`config.mk`:
```
export PLATFORM = sky130hd
export DESIGN_NAME = ofmap_packer
export DESIGN_NICKNAME = d
export VERILOG_FILES = /design/src/rtl/ofmap_packer.sv
export SDC_FILE = /design/constraint.sdc
export NUM_CORES = 1
export LEC_CHECK = 0
export ABC_AREA = 1
export ABC_CLOCK_PERIOD_IN_PS = 4900
export CAP_MARGIN = 20
export CORE_ASPECT_RATIO = 1.25
export CORE_MARGIN = 10
export CORE_UTILIZATION = 40
export DETAILED_ROUTE_END_ITERATION = 16
export GPL_ROUTABILITY_DRIVEN = 1
export PLACE_DENSITY_LB_ADDON = 0.2
export RECOVER_POWER = 50
export SYNTH_ARGS = -nofsm -noshare
export SYNTH_HDL_FRONTEND = slang
export SYNTH_SLANG_ARGS = --single-unit
export TNS_END_PERCENT = 20
```
`constraint.sdc`:
```
create_clock -name clk -period 4.9 [get_ports clk]
set_input_delay 0.49 -clock clk [delete_from_list [all_inputs] [get_ports clk]]
set_output_delay 0.49 -clock clk [all_outputs]
set_load 0.02 [all_outputs]
```
`src/rtl/ofmap_packer.sv`:
```
// Ofmap write-back packer: four PPU bytes per 32-bit global-buffer write, little-endian.
// Latency: the word whose final byte is accepted in cycle N is valid at N+1.
// Backpressure: a stalled output word (glb_valid && !glb_ready) holds in_ready low.
// Optional feature: define OFMAP_PACKER_PARTIAL_STRB_EN to strobe only the filled lanes of a tile's tail word.
module ofmap_packer #(
    parameter int ADDR_W = 32,
    parameter int CNT_W  = 16
) (
    input  logic              clk,
    input  logic              rst,
    input  logic              start,
    input  logic [ADDR_W-1:0] base_addr,
    input  logic [CNT_W-1:0]  total_bytes,
    input  logic              in_valid,
    input  logic [7:0]        in_data,
    output logic              in_ready,
    output logic              glb_valid,
    input  logic              glb_ready,
    output logic [ADDR_W-1:0] glb_addr,
    output logic [31:0]       glb_wdata,
    output logic [3:0]        glb_strb,
    output logic              busy,
    output logic              done
);

    localparam logic [1:0] S_IDLE  = 2'd0;
    localparam logic [1:0] S_PACK  = 2'd1;
    localparam logic [1:0] S_DRAIN = 2'd2;
    localparam logic [1:0] S_DONE  = 2'd3;

    logic [1:0]        state;
    logic [ADDR_W-1:0] addr_q;
    logic [CNT_W-1:0]  remain_q;
    logic [1:0]        idx_q;
    logic [31:0]       asm_q;

    logic              accept;
    logic              last_byte;
    logic              emit;
    logic [31:0]       merged;
    logic [3:0]        word_strb;

    // Handshake decode and the assembly word with the incoming byte merged into its lane
    always_comb begin
        in_ready  = (state == S_PACK) && (!glb_valid || glb_ready);
        accept    = in_valid && in_ready;
        last_byte = (remain_q == CNT_W'(1));
        emit      = accept && ((idx_q == 2'd3) || last_byte);
        busy      = (state != S_IDLE);
        done      = (state == S_DONE);
        merged    = asm_q;
        merged[8*idx_q +: 8] = in_data;
    end

    // Strobes for the word being emitted; a full word always writes all four lanes
    always_comb begin
        word_strb = 4'hF;
`ifdef OFMAP_PACKER_PARTIAL_STRB_EN
        case (idx_q)
            2'd0:    word_strb = 4'b0001;
            2'd1:    word_strb = 4'b0011;
            2'd2:    word_strb = 4'b0111;
            default: word_strb = 4'b1111;
        endcase
`endif
    end

    // Tile control: state, address, remaining-byte count, lane index and assembly word
    always_ff @(posedge clk) begin
        if (rst) begin
            state    <= S_IDLE;
            addr_q   <= '0;
            remain_q <= '0;
            idx_q    <= 2'd0;
            asm_q    <= '0;
        end else begin
            case (state)
                S_IDLE: begin
                    if (start) begin
                        addr_q   <= base_addr;
                        remain_q <= total_bytes;
                        idx_q    <= 2'd0;
                        asm_q    <= '0;
                        // An empty tile passes through DRAIN with nothing pending,
                        // which places its done pulse two cycles after start.
                        state    <= (total_bytes == '0) ? S_DRAIN : S_PACK;
                    end
                end
                S_PACK: begin
                    if (accept) begin
                        idx_q    <= idx_q + 2'd1;
                        remain_q <= remain_q - CNT_W'(1);
                        if (emit) begin
                            addr_q <= addr_q + ADDR_W'(4);
                            asm_q  <= '0;
                        end else begin
                            asm_q  <= merged;
                        end
                        if (last_byte) begin
                            state <= S_DRAIN;
                        end
                    end
                end
                S_DRAIN: begin
                    if (!glb_valid || glb_ready) begin
                        state <= S_DONE;
                    end
                end
                default: begin
                    state <= S_IDLE;
                end
            endcase
        end
    end

    // Output word register: load on emit, otherwise release after the buffer handshake
    always_ff @(posedge clk) begin
        if (rst) begin
            glb_valid <= 1'b0;
            glb_addr  <= '0;
            glb_wdata <= '0;
            glb_strb  <= '0;
        end else if (emit) begin
            glb_valid <= 1'b1;
            glb_addr  <= addr_q;
            glb_wdata <= merged;
            glb_strb  <= word_strb;
        end else if (glb_ready) begin
            glb_valid <= 1'b0;
        end
    end

endmodule

```
==> impl_metrics.yaml, run 1 <==
global_routing:
  grt_max_degree: 67
  grt_pass1_wl_mm: 37.0
  grt-ovfl-total: 0
  grt_antenna_before_repair: 0
  track_usage: 0.185
  grt_pass1_vias: 7153
clock_network:
  cts_sinks: 150
  cts_tree: "built"
  cts_setup_buffers: 0
  cts_resized: 0
  clk_pin_slew_ns: 0.06
  cts_max_level: 4
  cts_buffer_depth: 2
  hold_buffers: 0
  clock_latency_ns: 0.43
  cts_made_buffers: 17
  cts_root_buffer: "clkbuf_16"
sta:
  min_period_ns: 3.62
  worst_slew_pin_slew_ns: 1.09
  fin_tns_setup_ns: 0
  finalSetupViolCount: 0
  finalMaxSlewViolations: 0
  fin_ws_ns: 1.28
  max_slew_margin: 0.274
  rsz0062_at_grt: "no"
  fmax_ghz: 0.276
  fin_worst_skew_ns: 0.00980
  period_share: 0.739
  hold_viol: 0
synth:
  synth_seq_cells: 150
  ys_async_sr_fraction: 0
  syn-instance-count: 1153
  synth_edf_count: 0
  synth.avg_cell_area_um2: 6.59
  postSynthNetCount: 1228
  yosys-top-cells-area: "dfxtp_1, nand2_1, nor2_1"
  yosysSeqAreaShare: 0.395
  netlist_area_mm2: 0.00760
  ys.flop_type: "dfxtp_1"
  synth_top_area_share: 0.395
  synth_top_area_cell: "dfxtp_1"
  ys_warn_count: 0
  yosysUniqueCellTypes: 38
routing:
  wl_mm: 23.1
  via_per_inst: 5.04
  wl_per_cell_um: 15.4
  firstDrtPassIters: 6
  drt-initial-drc-count: 582
  ant_nets: 0
  via_count: 7536
  route.detailed.drc: 0
setup_path:
  start_kind: "flip-flop"
  critical-path-slowest-cell: "nand2_2"
  cp_max_fo: 32
  worst_ep_required_time_ns: 5.18
  path_class: "reg -> reg"
  crit_family: "simple AND/OR/NAND/NOR gates"
  path_buf_inv: 1
  path_cells: "ha_1 -> inv_1 -> nand2_1 -> nand2_1 -> nand2_1 -> nand2_2 -> nand2_2 -> nor2_1"
  worstPathArrival_ns: 3.90
  end_kind: "flip-flop"
  critPathMostFrequentCell: "nand2_1"
  max_stage_delay_ns: 0.62
pwr:
  peakVddDrop_mv: 0.317
  p_per_area_mw_per_mm2: 550
  power_leakage_nw: 4.09
floorplanning:
  fp.coreArea_mm2: 0.0187
  rows: 56
  die_height_um: 174
  pin_count: 133
  start_util: 0.406
  fp.dieW_um: 143
  die-area_mm2: 0.0250
placed_design:
  hpwl_mm: 16.8
  routabilityCongestion: 0.931
  place_ws_ns: 1.66
  port_buffers: 132
layout:
  drive_gt1_frac: 0.0475
  final_common_cell: "nand2_1"
  layout.area.seq_mm2: 0.00300
  nFillCells: 1899
  final_cell_mix: "nand2_1, nor2_1, o21ai_0, dfxtp_1, inv_1"
  multi_input_area_mm2: 0.00387
  diodes: 0
  nets: 1325
  syn2layout_area_growth_pct: 25.7
flow_run:
  maxCapViolCount: 0
hold_path:
  hold_class: "reg -> reg"
run_status:
  outcome: "finished, final reports clean"
final timing paths:
check,from,endpoint,slack [ns],depth (start not counted)
max reg2reg,idx_q[0],asm_q[3],1.28,8
max,idx_q[0],asm_q[3],1.28,8
min reg2reg,addr_q[0],addr_q[0],0.48,2
min,addr_q[0],addr_q[0],0.48,2
synth_stat cells, types with 2 or more instances:
library cell and count:
clkbuf_1 23, dfxtp_1 150, buf_2 17, nand4_1 3, nor2_1 218, nand2_2 6
xor2_1 7, o31ai_1 3, nor3_1 5, nor2_2 4, nand2_1 243, clkbuf_2 2
buf_4 15, o21bai_1 2, nand3b_1 2, inv_2 2, nand3_1 41, ha_1 14
xnor2_1 7, nor4_1 2, buf_1 4, clkinv_1 2, o21ai_0 149, o22ai_1 24
o211ai_1 2, or2_2 12, a31oi_1 5, inv_1 99, a21oi_1 79, and2_1 2
o21ai_1 2
logic make-up after synthesis:
family / share of synthesized area
xor+xnor: 0.0161
simple gates: 0.287
buf+inv: 0.0930
flops: 0.395
fa+ha+maj: 0.0230
compound gates: 0.184
mux: 0.00132
per-layer routing:
metal / GRT usage / up-vias / part of all wire
met5: 0 / - / 0
met4: 0.0827 / 0 / 0.033
met3: 0.0368 / 43 / 0.056
met2: 0.320 / 194 / 0.50
met1: 0.213 / 3396 / 0.41
li1: - / 3903 / -
stage by stage:
step / utilization / instances / hold slack [ns] / instance area [um2] / power [mW]
after floorplan: - / 1153 / 0.441 / 7600 / 3.42
after global placement: 0.480 / 1463 / 0.451 / 8980 / 3.92
after detailed placement: 0.480 / 1463 / 0.460 / 8980 / 3.94
after CTS: 0.513 / 1495 / 0.469 / 9590 / 5.32
after global routing: 0.511 / 1495 / 0.492 / 9560 / 5.69
final: 0.511 / 1495 / 0.476 / 9560 / 5.25
flip-flops by register name, indices dropped and copies added (netlist names):
name and flops:
glb_addr 32, remain_q 16, idx_q 2, glb_wdata 32, glb_strb 1, asm_q 32
addr_q 32, glb_valid 1, state 2
power by group:
group          total, mW  switching [mW]  leakage [nW]  internal (mW)
combinational       2.14            1.39          2.57          0.744
clock               1.36           0.539         0.298          0.821
sequential          1.75           0.226          1.22           1.53
worst register-to-register path, stage by stage, from the launching register on:
cell and delay (ns):
dfxtp_1 0.60, ha_1 0.49, inv_1 0.08, nand2_1 0.07, nand2_1 0.51, nand2_1 0.60
nand2_2 0.39, nand2_2 0.63, nor2_1 0.11
layout make-up:
cell class / count / area share
Sequential cell: 150 / 0.314
Clock inverter: 13 / 0.0177
Multi-Input combinational cell: 838 / 0.405
Tap cell: 232 / 0.0304
Timing Repair Buffer: 140 / 0.146
Inverter: 103 / 0.0405
Clock buffer: 19 / 0.0464
Power figures use the tool's default switching activity.
==> run 2, diff against run 1 <==
ABC_CLOCK_PERIOD_IN_PS = 3100   (was 4900)
clock period = 3.1 ns   (was 4.9 ns; I/O delays follow)
==> run 2 against run 1 <==
Compared with the run above: final cell count is 0.47% higher; non-clock buffer count is 9 higher; wire length is 2.3% higher; setup slack worse by 0.80 ns; register-to-register slack worse by 0.80 ns; die area stayed put; clock power is 48% higher; core utilization is 0.27 points higher; flip-flop and latch count stayed put; sequential share of layout area is 0.17 points lower; critical endpoint is now asm_q[15]; largest power group unchanged.
==> impl_metrics.yaml, run 2 (synthesized netlist as in run 1, its figures left out) <==
layout:
  diodes: 0
  drive_gt1_frac: 0.0551
  nets: 1334
  multi_input_area_mm2: 0.00389
  utilization: 0.514
  syn2layout_area_growth_pct: 26.4
  layout.area.seq_mm2: 0.00300
  final_cells: 1502
  final_common_cell: "nand2_1"
  final_cell_mix: "nand2_1, nor2_1, dfxtp_1, o21ai_0, inv_1"
  nFillCells: 1861
global_routing:
  grt_max_degree: 53
  grt_pass1_wl_mm: 38.1
  grt_pass1_vias: 7355
  grt-ovfl-total: 0
  grt_antenna_before_repair: 0
  track_usage: 0.190
floorplanning:
  die-area_mm2: 0.0250
  start_util: 0.406
  pin_count: 133
  fp.coreArea_mm2: 0.0187
  die_height_um: 174
  fp.dieW_um: 143
  rows: 56
clock_network:
  hold_buffers: 0
  cts_made_buffers: 17
  cts_setup_buffers: 0
  clk_pin_slew_ns: 0.06
  cts_root_buffer: "clkbuf_16"
  cts_resized: 0
  cts_sinks: 150
  clock_latency_ns: 0.42
  cts_buffer_depth: 2
  cts_max_level: 4
  cts_tree: "built"
routing:
  ant_nets: 0
  via_count: 7578
  wl_mm: 23.6
  route.detailed.drc: 0
  firstDrtPassIters: 5
  drt-initial-drc-count: 576
  wl_per_cell_um: 15.7
  via_per_inst: 5.05
sta:
  hold_ws_ns: 0.468
  fin_worst_skew_ns: 0.00905
  min_period_ns: 2.62
  worst_slew_pin_slew_ns: 1.12
  fin_ws_ns: 0.483
  finalMaxSlewViolations: 0
  period_share: 0.844
  hold_viol: 0
  rsz0062_at_grt: "no"
  max_slew_margin: 0.251
  fmax_ghz: 0.382
  fin_tns_setup_ns: 0
  finalSetupViolCount: 0
setup_path:
  critPathLaunch: "state[0]"
  cp_max_fo: 32
  critPathMostFrequentCell: "nand2_2"
  rr_startpoint: "state[0]"
  path_cells: "inv_1 -> ha_1 -> inv_1 -> nor2_1 -> nor2_1 -> nand2_2 -> nand2_2 -> nand2_2 -> nand2_2 -> nor2_1"
  max_stage_delay_ns: 0.52
  start_kind: "flip-flop"
  worstPathArrival_ns: 2.90
  crit_family: "simple AND/OR/NAND/NOR gates"
  end_kind: "flip-flop"
  path_buf_inv: 2
  path_depth: 10
  rr_worst_depth: 10
  critical-path-slowest-cell: "nand2_2"
  r2r-end: "asm_q[15]"
  r2r_slack_ns: 0.48
  worst_ep_required_time_ns: 3.38
  path_class: "reg -> reg"
hold_path:
  holdPathStages: 2
  hold_end: "addr_q[0]"
  hold_start: "addr_q[0]"
  hold_class: "reg -> reg"
run_status:
  outcome: "finished, final reports clean"
placed_design:
  hpwl_mm: 17.4
  routabilityCongestion: 0.942
  numPlacedInstances: 1472
  port_buffers: 132
  place_ws_ns: 0.568
flow_run:
  maxCapViolCount: 0
pwr:
  p_per_area_mw_per_mm2: 858
  peakVddDrop_mv: 0.511
  power_leakage_nw: 4.10
run 2: cell types whose count changed in the layout (fill, tap and decap cells not counted), sizes merged:
cell / change
clkinv: -3
bufinv: -1
clkbuf: +1
buf: +8
clkinvlp: +2
run 2: worst max-delay path by stage:
| stage | to | slack [ns] |
|---|---|---|
| finish | asm_q[15] | 0.48 |
| floorplan | addr_q[21] | 1.19 |
| global route | glb_wdata[1] | 0.21 |
| CTS | asm_q[3] | 0.56 |
| global placement | asm_q[14] | 0.64 |
| detailed placement | asm_q[3] | 0.57 |
run 2: area by class of cell:
cell class,count,area share
multi-input cells,838,0.405
inverters,103,0.0402
clock buffers,19,0.0451
clock inverters,11,0.0133
well taps,232,0.0302
flip-flops and latches,150,0.313
repair buffers,149,0.153
run 2: layer usage:
layer  share of wire  global-route usage  vias to the layer above
li1                -                   -                     3915
met1            0.42               0.213                     3436
met2            0.50               0.330                      181
met3           0.051              0.0466                       46
met4           0.036              0.0857                        0
met5               0                   0                        -
run 2: through the flow:
step,power (mW),instance area (um2)
floorplan,5.41,7600
global placement,6.22,9060
detailed placement,6.26,9060
CTS,8.31,9620
global route,8.94,9610
finish,8.24,9610
run 2: worst min-delay path, cell delays in order (launching register included):
cell and delay [ns]:
dfxtp_1 0.31, nand2_1 0.06, a21oi_1 0.05
run 2: power by group:
| group | internal, mW | switching [mW] | total [mW] |
|---|---|---|---|
| Combinational | 1.21 | 2.25 | 3.46 |
| Sequential | 2.41 | 0.352 | 2.77 |
| Clock | 1.18 | 0.833 | 2.01 |
| Total | 4.81 | 3.43 | 8.24 |
==> run 3, diff against run 2 <==
ABC_CLOCK_PERIOD_IN_PS = 2730   (was 3100)
clock period = 2.73 ns   (was 3.1 ns; I/O delays follow)
==> run 3 against run 2 <==
Compared with the run above: global-route usage fell by 0.44 points; clock skew increased by 0.0045 ns; first-iteration DRC count decreased by 4.9%; wire length is 2.3% lower; via count grew 0.13%; flip-flop and latch count did not move; critical endpoint is now addr_q[19].
==> impl_metrics.yaml, run 3 (synthesized netlist as in run 1, its figures left out) <==
setup_path:
  path_buf_inv: 3
  worstPathArrival_ns: 2.78
  path_class: "reg -> reg"
  critical-path-slowest-cell: "dfxtp_1"
  cp_max_fo: 18
  crit_family: "simple AND/OR/NAND/NOR gates"
  max_stage_delay_ns: 0.42
  critPathMostFrequentCell: "nor2_1"
  start_kind: "flip-flop"
  end_kind: "flip-flop"
  worst_ep_required_time_ns: 3.10
  path_cells: "inv_1 -> ha_1 -> inv_1 -> nor2_1 -> nor2_1 -> nand2_2 -> nand2_2 -> clkbuf_2 -> nand3_1 -> nand2_1 -> nand2_1 -> nor2_1"
global_routing:
  grt_pass1_vias: 7363
  grt_antenna_before_repair: 0
  grt_pass1_wl_mm: 37.3
  grt-ovfl-total: 0
  track_usage: 0.186
  grt_max_degree: 74
routing:
  drt-initial-drc-count: 548
  met1_length_mm: 9.33
  wl_met2_mm: 11.7
  wl_met3_mm: 1.32
  dr.max_layer_used: "met4"
  wl_mm: 23.1
  firstDrtPassIters: 5
  via_per_inst: 5.05
  route.detailed.drc: 0
  ant_nets: 0
  wl_per_cell_um: 15.3
  via_count: 7588
pwr:
  power_switching_mw: 3.90
  combPwrFrac: 0.415
  power_leakage_nw: 4.13
  fin_total_pwr_mw: 9.52
  p_sw_frac: 0.410
  p_clk_frac: 0.255
  p_per_area_mw_per_mm2: 986
  seq_power_share: 0.330
  peakVddDrop_mv: 0.826
  p_int_mw: 5.62
floorplanning:
  fp.dieW_um: 143
  rows: 56
  die-area_mm2: 0.0250
  start_util: 0.406
  die_height_um: 174
  pin_count: 133
  fp.coreArea_mm2: 0.0187
sta:
  fmax_ghz: 0.415
  period_share: 0.883
  max_slew_margin: 0.525
  fin_worst_skew_ns: 0.0136
  hold_viol: 0
  finalSetupViolCount: 0
  fin_tns_setup_ns: 0
  finalMaxSlewViolations: 0
  rsz0062_at_grt: "no"
  min_period_ns: 2.41
  worst_slew_pin_slew_ns: 0.713
hold_path:
  hold_class: "in -> reg"
clock_network:
  clk_pin_slew_ns: 0.06
  cts_buffer_depth: 2
  cts_resized: 0
  clock_latency_ns: 0.43
  cts_made_buffers: 17
  cts_max_level: 4
  cts_setup_buffers: 0
  hold_buffers: 0
  cts_root_buffer: "clkbuf_16"
  cts_sinks: 150
  cts_tree: "built"
layout:
  syn2layout_area_growth_pct: 27.0
  final_area_mm2: 0.00965
  final_common_cell: "nand2_1"
  drive_gt1_frac: 0.0605
  final_cell_mix: "nand2_1, nor2_1, dfxtp_1, o21ai_0, inv_1"
  nFillCells: 1915
  diodes: 0
  nets: 1335
placed_design:
  port_buffers: 132
  post_dp_cell_area_mm2: 0.00906
  hpwl_mm: 17.1
  routabilityCongestion: 0.938
run_status:
  outcome: "finished, final reports clean"
flow_run:
  maxCapViolCount: 0
[run 3: worst paths after layout]
kind / depth (start not counted) / start / slack [ns] / endpoint
hold reg to reg: 2 / addr_q[0] / 0.47 / addr_q[0]
setup reg to reg: 12 / state[0] / 0.32 / addr_q[19]
setup / recovery: 12 / state[0] / 0.32 / addr_q[19]
hold / removal: 3 / base_addr[1] / 0.43 / addr_q[1]
[run 3: stage by stage]
step	std cells	hold slack (ns)	utilization	setup slack (ns)
floorplan	1153	0.433	-	0.820
global placement	1473	0.454	0.484	0.395
detailed placement	1473	0.460	0.484	0.340
CTS	1504	0.410	0.517	0.304
global route	1504	0.456	0.516	0.114
finish	1504	0.428	0.516	0.319
[run 3: metal layers]
metal	GRT usage	up-vias
met5	0	-
met4	0.0865	0
met3	0.0450	43
met2	0.324	191
met1	0.206	3442
li1	-	3912
[run 3: power by group through the flow]
stage | Clock [mW] | Combinational, mW | Sequential [mW]
3_3_place_gp | 0 | 3.92 | 3.17
4_1_cts | 2.48 | 3.99 | 3.14
5_1_grt | 2.56 | 4.53 | 3.22
6_report | 2.43 | 3.95 | 3.14
2_1_floorplan | 0 | 3.04 | 3.10
3_5_place_dp | 0 | 3.97 | 3.18
[run 3: final cells by class]
cell class              count  area [um2]  share of cell area
clock buffers              18         439              0.0455
clock inverters            13         169              0.0175
inverters                 103         387              0.0401
multi-input cells         838        3900               0.404
flip-flops and latches    150        3000               0.311
well taps                 232         290              0.0301
repair buffers            150        1460               0.152
[run 3: worst reg2reg max path, stage by stage, from the launching register on]
cell      delay [ns]
dfxtp_1         0.42
inv_1           0.12
ha_1            0.28
inv_1           0.11
nor2_1          0.07
nor2_1          0.29
nand2_2         0.16
nand2_2         0.12
clkbuf_2        0.33
nand3_1         0.24
nand2_1         0.11
nand2_1         0.05
nor2_1          0.07
